**config.mk**
```make
export PLATFORM = sky130hd
export DESIGN_NAME = gpio_cfg_serial_loader_flat
export DESIGN_NICKNAME = d
export VERILOG_FILES = /design/src/rtl/gpio_cfg_serial_loader_if.sv /design/src/rtl/gpio_cfg_serial_loader.sv /design/src/flat_wrapper.sv
export SDC_FILE = /design/constraint.sdc
export NUM_CORES = 1
export LEC_CHECK = 0
export ABC_AREA = 0
export BUFFER_PORTS_ARGS = -buffer_cell sky130_fd_sc_hd__buf_2
export CAP_MARGIN = 0
export CORE_UTILIZATION = 50
export DETAILED_ROUTE_END_ITERATION = 6
export PLACE_DENSITY = 0.82
export SLEW_MARGIN = 20
export SYNTH_ARGS = -nofsm -noshare
export SYNTH_HDL_FRONTEND = slang
export SYNTH_SLANG_ARGS = --single-unit
export TNS_END_PERCENT = 10
```
**constraint.sdc**
```tcl
create_clock -name clock -period 3.3 [get_ports clock]
set_input_delay 0.495 -clock clock [delete_from_list [all_inputs] [get_ports clock]]
set_output_delay 0.495 -clock clock [all_outputs]
set_load 0.02 [all_outputs]
```
**src/rtl/gpio_cfg_serial_loader_if.sv**
```systemverilog
// Bus bundle between the GPIO configuration loader and its environment:
// start/busy/done handshake, register-file read port and the serial chain.
// With GPIO_CFG_READBACK_EN defined the chain tail input and the readback
// CRC are part of the bundle as well.
interface gpio_cfg_serial_loader_if #(
    parameter int ADDR_W   = 6,
    parameter int CFG_BITS = 13
) ();
    logic                start;
    logic                busy;
    logic                done;
    logic [ADDR_W-1:0]   cfg_addr;
    logic [CFG_BITS-1:0] cfg_data;
    logic                serial_clock;
    logic                serial_data_out;
    logic                serial_load;
`ifdef GPIO_CFG_READBACK_EN
    logic                serial_data_in;
    logic [15:0]         rb_crc;
`endif

`ifdef GPIO_CFG_READBACK_EN
    // loader side
    modport master (
        input  start, cfg_data, serial_data_in,
        output busy, done, cfg_addr, serial_clock, serial_data_out, serial_load, rb_crc
    );
    // environment side (register file, chain, sequencer)
    modport slave (
        output start, cfg_data, serial_data_in,
        input  busy, done, cfg_addr, serial_clock, serial_data_out, serial_load, rb_crc
    );
`else
    // loader side
    modport master (
        input  start, cfg_data,
        output busy, done, cfg_addr, serial_clock, serial_data_out, serial_load
    );
    // environment side (register file, chain, sequencer)
    modport slave (
        output start, cfg_data,
        input  busy, done, cfg_addr, serial_clock, serial_data_out, serial_load
    );
`endif
endinterface

```
**src/rtl/gpio_cfg_serial_loader.sv**
```systemverilog
// GPIO pad configuration loader: walks pad indices from N_PADS-1 down to 0,
// shifts each CFG_BITS word MSB first onto the serial configuration chain and
// finishes with a load strobe so the pad control blocks latch the new words.
// Optional feature macro: GPIO_CFG_READBACK_EN (CRC-16-CCITT over the chain
// tail, sampled on each serial_clock rising edge).
//
// State    | Meaning
// IDLE     | waiting for start, serial outputs low
// FETCH    | capture cfg_data for pad cfg_addr into the shift register
// SHIFT_LO | serial_clock low, current bit presented on serial_data_out
// SHIFT_HI | serial_clock high, chain samples the bit
// LOAD_LO  | quiet gap after the last bit, everything low
// LOAD_HI  | serial_load high, chain latches
// DONE     | one-cycle done pulse, busy dropped
module gpio_cfg_serial_loader #(
    parameter int N_PADS   = 38,
    parameter int CFG_BITS = 13,
    parameter int CLK_DIV  = 4,
    localparam int ADDR_W  = (N_PADS > 1) ? $clog2(N_PADS) : 1
) (
    input  logic                      clock,
    input  logic                      resetb,
    gpio_cfg_serial_loader_if.master  bus
);

    localparam int BIT_W = (CFG_BITS > 1) ? $clog2(CFG_BITS) : 1;

    localparam logic [7:0]        PHASE_RELOAD = 8'(CLK_DIV - 1);
    localparam logic [BIT_W-1:0]  BIT_LAST     = BIT_W'(CFG_BITS - 1);
    localparam logic [ADDR_W-1:0] ADDR_LAST    = ADDR_W'(N_PADS - 1);

    typedef enum logic [2:0] {
        ST_IDLE,
        ST_FETCH,
        ST_SHIFT_LO,
        ST_SHIFT_HI,
        ST_LOAD_LO,
        ST_LOAD_HI,
        ST_DONE
    } state_t;

    state_t              state_q,  state_d;
    logic [7:0]          phase_q,  phase_d;
    logic [BIT_W-1:0]    bitcnt_q, bitcnt_d;
    logic [CFG_BITS-1:0] shreg_q,  shreg_d;
    logic [ADDR_W-1:0]   addr_q,   addr_d;
    logic                busy_q,   busy_d;
    logic                done_q,   done_d;
    logic                sclk_q,   sclk_d;
    logic                sdo_q,    sdo_d;
    logic                sload_q,  sload_d;
`ifdef GPIO_CFG_READBACK_EN
    logic [15:0]         crc_q,    crc_d;
    logic                crc_fb;
`endif

    logic [CFG_BITS-1:0] cfg_word;
    logic                phase_end;

    assign cfg_word  = bus.cfg_data;
    assign phase_end = (phase_q == 8'd0);

    // Next-state, datapath updates and registered-output decode.
    always_comb begin
        state_d  = state_q;
        phase_d  = phase_q;
        bitcnt_d = bitcnt_q;
        shreg_d  = shreg_q;
        addr_d   = addr_q;
        sdo_d    = sdo_q;
`ifdef GPIO_CFG_READBACK_EN
        crc_d    = crc_q;
        crc_fb   = crc_q[15] ^ bus.serial_data_in;
`endif

        case (state_q)
            ST_IDLE: begin
                if (bus.start) begin
                    addr_d  = ADDR_LAST;
                    state_d = ST_FETCH;
`ifdef GPIO_CFG_READBACK_EN
                    crc_d   = 16'hFFFF;
`endif
                end
            end
            ST_FETCH: begin
                shreg_d  = cfg_word;
                bitcnt_d = BIT_LAST;
                state_d  = ST_SHIFT_LO;
            end
            ST_SHIFT_LO: begin
                if (phase_end) begin
                    state_d = ST_SHIFT_HI;
`ifdef GPIO_CFG_READBACK_EN
                    crc_d   = {crc_q[14:0], 1'b0} ^ (crc_fb ? 16'h1021 : 16'h0000);
`endif
                end
            end
            ST_SHIFT_HI: begin
                if (phase_end) begin
                    if (bitcnt_q != '0) begin
                        shreg_d  = shreg_q << 1;
                        bitcnt_d = bitcnt_q - BIT_W'(1);
                        state_d  = ST_SHIFT_LO;
                    end else if (addr_q != '0) begin
                        addr_d  = addr_q - ADDR_W'(1);
                        state_d = ST_FETCH;
                    end else begin
                        state_d = ST_LOAD_LO;
                    end
                end
            end
            ST_LOAD_LO: begin
                if (phase_end) begin
                    state_d = ST_LOAD_HI;
                end
            end
            ST_LOAD_HI: begin
                if (phase_end) begin
                    state_d = ST_DONE;
                end
            end
            ST_DONE: begin
                state_d = ST_IDLE;
            end
            default: begin
                state_d = ST_IDLE;
            end
        endcase

        // Every state entry restarts the phase timer; otherwise count down to zero.
        if (state_d != state_q) begin
            phase_d = PHASE_RELOAD;
        end else if (!phase_end) begin
            phase_d = phase_q - 8'd1;
        end

        // Data only moves when a new bit period starts; cleared ahead of the strobe.
        if (state_d == ST_SHIFT_LO && state_q != ST_SHIFT_LO) begin
            sdo_d = shreg_d[CFG_BITS-1];
        end else if (state_d == ST_LOAD_LO || state_d == ST_IDLE) begin
            sdo_d = 1'b0;
        end

        // Outputs are decoded from the next state so the flops track the state exactly.
        busy_d  = (state_d != ST_IDLE) && (state_d != ST_DONE);
        done_d  = (state_d == ST_DONE);
        sclk_d  = (state_d == ST_SHIFT_HI);
        sload_d = (state_d == ST_LOAD_HI);
    end

    // State, datapath and output flops; reset drops the chain outputs at once.
    always_ff @(posedge clock or negedge resetb) begin
        if (!resetb) begin
            state_q  <= ST_IDLE;
            phase_q  <= 8'd0;
            bitcnt_q <= '0;
            shreg_q  <= '0;
            addr_q   <= '0;
            busy_q   <= 1'b0;
            done_q   <= 1'b0;
            sclk_q   <= 1'b0;
            sdo_q    <= 1'b0;
            sload_q  <= 1'b0;
`ifdef GPIO_CFG_READBACK_EN
            crc_q    <= 16'hFFFF;
`endif
        end else begin
            state_q  <= state_d;
            phase_q  <= phase_d;
            bitcnt_q <= bitcnt_d;
            shreg_q  <= shreg_d;
            addr_q   <= addr_d;
            busy_q   <= busy_d;
            done_q   <= done_d;
            sclk_q   <= sclk_d;
            sdo_q    <= sdo_d;
            sload_q  <= sload_d;
`ifdef GPIO_CFG_READBACK_EN
            crc_q    <= crc_d;
`endif
        end
    end

    assign bus.busy            = busy_q;
    assign bus.done            = done_q;
    assign bus.cfg_addr        = addr_q;
    assign bus.serial_clock    = sclk_q;
    assign bus.serial_data_out = sdo_q;
    assign bus.serial_load     = sload_q;
`ifdef GPIO_CFG_READBACK_EN
    assign bus.rb_crc          = crc_q;
`endif

endmodule
```
**src/flat_wrapper.sv**
```systemverilog
// flat-port wrapper written by rule: the top's interface ports become plain ports
module gpio_cfg_serial_loader_flat 
#(
    parameter int N_PADS   = 38,
    parameter int CFG_BITS = 13,
    parameter int CLK_DIV  = 4,
    localparam int ADDR_W  = (N_PADS > 1) ? $clog2(N_PADS) : 1
)
  (clock, resetb, bus_start, bus_cfg_data, bus_busy, bus_done, bus_cfg_addr, bus_serial_clock, bus_serial_data_out, bus_serial_load);
  gpio_cfg_serial_loader_if #(.CFG_BITS(CFG_BITS)) bus_i ();
  input  logic clock;
  input  logic resetb;
  input wire logic [$bits(bus_i.start)-1:0] bus_start;
  input wire logic [$bits(bus_i.cfg_data)-1:0] bus_cfg_data;
  output wire logic [$bits(bus_i.busy)-1:0] bus_busy;
  output wire logic [$bits(bus_i.done)-1:0] bus_done;
  output wire logic [$bits(bus_i.cfg_addr)-1:0] bus_cfg_addr;
  output wire logic [$bits(bus_i.serial_clock)-1:0] bus_serial_clock;
  output wire logic [$bits(bus_i.serial_data_out)-1:0] bus_serial_data_out;
  output wire logic [$bits(bus_i.serial_load)-1:0] bus_serial_load;
  assign bus_i.start = bus_start;
  assign bus_i.cfg_data = bus_cfg_data;
  assign bus_busy = bus_i.busy;
  assign bus_done = bus_i.done;
  assign bus_cfg_addr = bus_i.cfg_addr;
  assign bus_serial_clock = bus_i.serial_clock;
  assign bus_serial_data_out = bus_i.serial_data_out;
  assign bus_serial_load = bus_i.serial_load;
  gpio_cfg_serial_loader #(.N_PADS(N_PADS), .CFG_BITS(CFG_BITS), .CLK_DIV(CLK_DIV)) u_core (.clock(clock), .resetb(resetb), .bus(bus_i));
endmodule
```
======== After elaboration in Yosys (flattened, before gate mapping) ========
Index checks and enable logic that the tools add are counted.
storage, ports and cells
  output and inout bits ................... 11
  register bits ........................... 39
  input bits .............................. 16
cells by class
  mux-type cells .......................... 23
  reductions and logical operators ........ 14
  add/subtract/negate cells ............... 3
  equal/unequal tests ..................... 19
operator list
  cell                                                  count
  2-to-1 mux 13 bit                                     2
  case mux 13 bit (2 select lines)                      1
  2-to-1 mux 6 bit                                      4
  2-to-1 mux 3 bit                                      7
  case mux 3 bit (6 select lines)                       1
  2-to-1 mux 8 bit                                      2
  equality test 3 bit (second input constant)           5
  equality test 3 x 2 -> 1 bit (second input constant)  4
  case mux 6 bit (2 select lines)                       1
  zero test 8 bit                                       1
  2-to-1 mux 4 bit                                      2
  case mux 4 bit (2 select lines)                       1
  subtractor 8 x 1 -> 8 bit (second input constant)     1
  zero test 3 bit                                       2
  != test 2 x 1 -> 1 bit (second input constant)        3
  != test 2 bit (second input constant)                 3
  nonzero test 2 bit                                    3
  nonzero test 6 bit                                    1
  subtractor 6 x 1 -> 6 bit (second input constant)     1
  AND reduction 5 bit                                   1
  nonzero test 4 bit                                    1
  subtractor 4 x 1 -> 4 bit (second input constant)     1
  equality test 3 x 1 -> 1 bit (second input constant)  1
  != test 3 x 2 -> 1 bit (second input constant)        1
  7 further kinds                                       9

======== Logic depth before layout (Yosys ltp) ========
  depth in word-level cells ............... 9
  mapped depth ............................ 9
  mapped depth without buffers ............ 7

======== Least setup slack after synthesis ========
No wires, ideal clock.
  path kind ............................... register -> register
  start ................................... register u_core.phase_q[0]
  end ..................................... register u_core.shreg_q[4]
  path buffers ............................ 2
  setup time .............................. 0.127 ns
  path slack .............................. 1.168 ns
  required time ........................... 3.173 ns
  cell stages (with the launch flop) ...... 10
  data arrival time ....................... 2.004 ns
  clock period less this slack ............ 2.132 ns
  cells stage by stage .................... dfrtp_1 -> inv_1 -> ha_1 -> or3b_2 -> buf_2 -> o31ai_1 -> nand3b_1 -> clkbuf_1 -> a222oi_1 -> inv_1
between the ends
  longest elaborated chain between the ends .. 3
RTL lines
  item                              RTL line                       text
  from (decl)                       gpio_cfg_serial_loader.sv:43   logic [7:0] phase_q, phase_d;
  from (signal assigned)            gpio_cfg_serial_loader.sv:170  phase_q <= phase_d;
  zero test 8 bit                   gpio_cfg_serial_loader.sv:61   assign phase_end = (phase_q == 8'd0);
  != test 2 x 1 -> 1 bit (no line)  -
  AND reduction 3 bit (no line)     -
  to (signal assigned)              gpio_cfg_serial_loader.sv:172  shreg_q <= shreg_d;
  to (decl)                         gpio_cfg_serial_loader.sv:45   logic [CFG_BITS-1:0] shreg_q, shreg_d;
No other way between the ends.
A chain may end at the register's enable or synchronous reset.

======== Worst setup path after layout ========
  start ................................... register u_core.phase_q[0]
  end ..................................... register u_core.shreg_q[10]
Same word-level chain as after synthesis.

==> results.md <==
Run status:
- The run finished with clean final reports.

Run:
- The max-capacitance violation count is 0.

Logic synthesis:
- The mean instance size in the synthesized netlist is 10.0 um2.
- The number of instances in the synthesized netlist is 191.
- The flip-flop and latch count after synthesis is 38.
- The commonest cells after synthesis are 38 x dfrtp_1, 23 x nor2_1, 20 x inv_1, 13 x nand2_1, 11 x a222oi_1.
- Measured against the total synthesized area, the mux share comes to 1.11%.
- The synthesized netlist devotes 22.1% of its cell area to simple gates.
- The share of synthesized registers carrying an async set or reset is 100%.
- The number of distinct library cells after synthesis is 44.
- The share of synthesized cell area in full adder, half adder and majority cells is 2.62%.
- The netlist area before placement is 0.00191 mm2.
- By instance count, the leading cell after synthesis is dfrtp_1.
- The post-synth net total is 211.
- For this run, the number of Yosys warnings is 0.
- The synthesized netlist devotes 14.3% of its cell area to compound gates.
- The share of the yosys chip area belonging to registers is 49.8%.
- After synthesis, the cell types taking the most area are dfrtp_1 50%, a222oi_1 5.8%, nor2_1 4.5%.
- The synthesized design contains 0 enable-type register cells.
- The area share of the leading cell type in the synthesized netlist is 49.8%.
- The largest family of logic cells by synthesized area is simple AND/OR/NAND/NOR gates.
- The most instantiated flip-flop cell in the synthesis netlist is dfrtp_1.
- The largest total area in the synthesized netlist belongs to dfrtp_1.
- The share of the synthesized netlist area taken by xor and xnor gates is 4.13%.

Cells and area:
- The finished cells cover 0.00221 mm2.
- The proportion of layout cells with a drive suffix above 1 is 20.4%.
- The number of diodes is 0.
- In the final design database the tool counted 235 nets.
- The area growth from synthesis to layout is 15.5%.

Detailed routing:
- After the first detailed-routing iteration, the DRC count stood at 197.
- The total via count after detailed routing is 1515.
- Using the TritonRoute via totals, the vias-per-cell ratio works out to 5.74.
- The wire length after detailed routing is 3700 um.
- In this run the remaining antenna-violating nets after routing total 0.
- In the final routed layout, each cell accounts on average for 14.0 um.
- The first detailed-routing pass ran for 6 iterations.
- For this run, design rule violations remaining after detail routing come to 0.

Setup path:
- The largest single stage delay on the critical path is 0.53 ns.
- The endpoint kind of the worst setup timing path is a register.
- The count of buffering cells on the critical path with inverters included is 2.
- The most numerous cell type found on the critical path is inv_1.
- Among all stages on the critical path, the largest delay is contributed by nand3b_1.
- The category of the most critical setup path is reg -> reg.
- The biggest fanout along the worst timing path is 19.
- Broken down by cell family, the worst path's largest delay share belongs to simple AND/OR/NAND/NOR gates.
- Data arrives at the worst endpoint at 2.86 ns.
- The worst path required time is 3.47 ns.
- Walking the worst path, the cells encountered are inv_1 > ha_1 > or3b_2 > o31ai_1 > nand3b_1 > a222oi_1 > inv_1.
- The reg2reg setup slack is 0.61 ns.
- The worst setup path is launched from a register.

Power and ir drop:
- Combinational logic burns 32.9% of the power.
- The clock share of power is 26.0%.
- The switching power is 0.653 mW.
- The internal power of the cells totals 1.21 mW.
- The overall power after layout is 1.86 mW.
- The fraction of power spent switching nets is 35.1%.
- IR analysis of the VDD net gives a maximum drop of 0.415 mV.
- The leakage power figure is 1.07 nW.
- The total power density per cell area is 843 mW/mm2.
- The share of total power dissipated in sequential elements is 41.2%.

STA:
- The final hold violation count is 0.
- Based on the critical path, the design can be clocked at up to 372 MHz.
- The smallest clock period supported by the final layout is computed as 2.69 ns.
- The final count of pins violating max slew was 0.
- The final period utilization is 81.5%.
- At the pin with the least slew margin, the transition time is 0.819 ns.
- Setup slack closes at 0.611 ns.
- The setup skew after layout is 0.00534 ns.
- The number of setup violations in the final report is 0.
- Adding up every negative setup slack in the final design gives 0 ns.
- Setup repair after global routing left no endpoint under its margin.
- In this run the tightest slew margin relative to its limit is 45.4%.

Worst hold path:
- The worst hold-check path type is in -> async.

Floorplanning:
- The floorplan die height is 63.8 um.
- The initial core utilization is 52.2%.
- Row generation in the floorplan step produced 22 rows.
- The floorplan die area is 0.00407 mm2.
- The die extent in x is 63.8 um.
- The core area is 0.00366 mm2.
- The number of top-level design ports is 27.

CTS:
- The clock passes through at most 2 buffers.
- The H-tree depth is 2.
- The number of buffers inserted during clock tree synthesis is 5.
- At the later pin of the worst-skew pair, clock insertion delay measures 0.29 ns.
- The number of hold buffers added after CTS is 0.
- After clock tree synthesis, the setup repair step added 0 buffers.
- The TritonCTS clock tree is yes.
- In this run, post-CTS repair resized a total of 0 instances.
- The clock-pin slew on the worst setup and hold paths is 0.07 ns.
- The number of sinks handled by clock tree synthesis is 38.
- The root buffer cell is clkbuf_8.

GRT:
- The number of global-route vias before repair is 1441.
- The global-route track usage on met1 is 26.3%.
- The met2 capacity usage during global routing is 31.5%.
- The first global-routing pass estimated 6320 um of wire.
- For this run, global-route usage on met3 was measured as 4.29%.
- Entering global routing, the biggest net connects 39 pins.
- Summed over all layers, the global routing overflow is 0.
- The layer flagged by global routing as most heavily used is met2.
- In the global route stage, overall resource usage came out at 20.1%.
- The number of antenna violations at the first check in global routing came to 0.

Placed design:
- OpenSTA, run right after detailed placement, puts the worst setup slack at 0.669 ns.
- The routability-driven placement congestion ratio is 0.770.
- The count of buffers from port buffering is 26.
- The total cell area at the placement stage is 0.00206 mm2.
- The HPWL reported at the end of detailed placement is 2490 um.
[metal layers]
layer,share of wire (%),up-vias
li1,-,723
met2,48,37
met5,0,-
met1,45,748
met3,4.8,7
met4,1.2,0
[through the flow]
step	util [%]	std cells	hold WS, ns
3_5_place_dp	56.4	256	0.480
3_3_place_gp	56.4	256	0.476
5_1_grt	60.3	264	0.360
2_1_floorplan	-	191	0.199
4_1_cts	60.3	264	0.321
6_report	60.3	264	0.297
[flip-flops by register name (all words and copies together), names as in the netlist]
name                        count
u_core.state_q                  3
u_core.phase_q                  8
u_core.bus.busy                 1
u_core.bus.serial_load          1
u_core.shreg_q                 12
u_core.bus.cfg_addr             6
u_core.bus.done                 1
u_core.bus.serial_data_out      1
u_core.bus.serial_clock         1
u_core.bitcnt_q                 4
[power by group through the flow]
stage / combinational [mW] / sequential (mW) / clock (mW)
2_1_floorplan: 0.473 / 0.748 / 0
3_3_place_gp: 0.589 / 0.759 / 0
3_5_place_dp: 0.609 / 0.765 / 0
4_1_cts: 0.613 / 0.760 / 0.490
5_1_grt: 0.687 / 0.783 / 0.506
6_report: 0.611 / 0.765 / 0.482
[worst paths after layout]
path | from | to | cells past startpoint
worst max register to register | u_core.phase_q[0] | u_core.shreg_q[10] | 7
min in group clock | bus_cfg_data[0] | u_core.shreg_q[0] | 2
worst min-delay path | resetb | u_core.bus.busy | 1
worst min register to register | u_core.shreg_q[9] | u_core.shreg_q[9] | 2
worst max-delay path | u_core.phase_q[0] | u_core.shreg_q[10] | 7
max in group asynchronous | resetb | u_core.phase_q[2] | 1
[kinds of logic (layout without fill, tap and decap cells)]
group                    Yosys count  in the layout
multiplexers                       2              2
buffers and inverters             29             54
XOR/XNOR                           9              9
flip-flops                        38             38
AO/OA/AOI/OAI                     32             32
adder cells (fa/ha/maj)            4              4
AND/OR/NAND/NOR                   77             77
[placed cells by master (no fill, tap or decap), drive strengths merged, types with 5 or more instances in the layout]
| cell type | instances |
|---|---|
| nand3 | 6 |
| buf | 26 |
| a222oi | 11 |
| clkbuf | 6 |
| nand2 | 14 |
| inv | 20 |
| nor2 | 23 |
| nand2b | 7 |
| xor2 | 5 |
| dfrtp | 38 |
| o21ai | 5 |
| nor3 | 5 |
| nor4 | 5 |
[final cells by class]
type / count / area, um2
Clock buffer: 6 / 82.6
Clock inverter: 2 / 60.1
Inverter: 20 / 75.1
Fill cell: 303 / 1460
Sequential cell: 38 / 951
Multi-Input combinational cell: 124 / 847
Tap cell: 48 / 60.1
Timing Repair Buffer: 26 / 130
(Power assumes the default switching activity.)
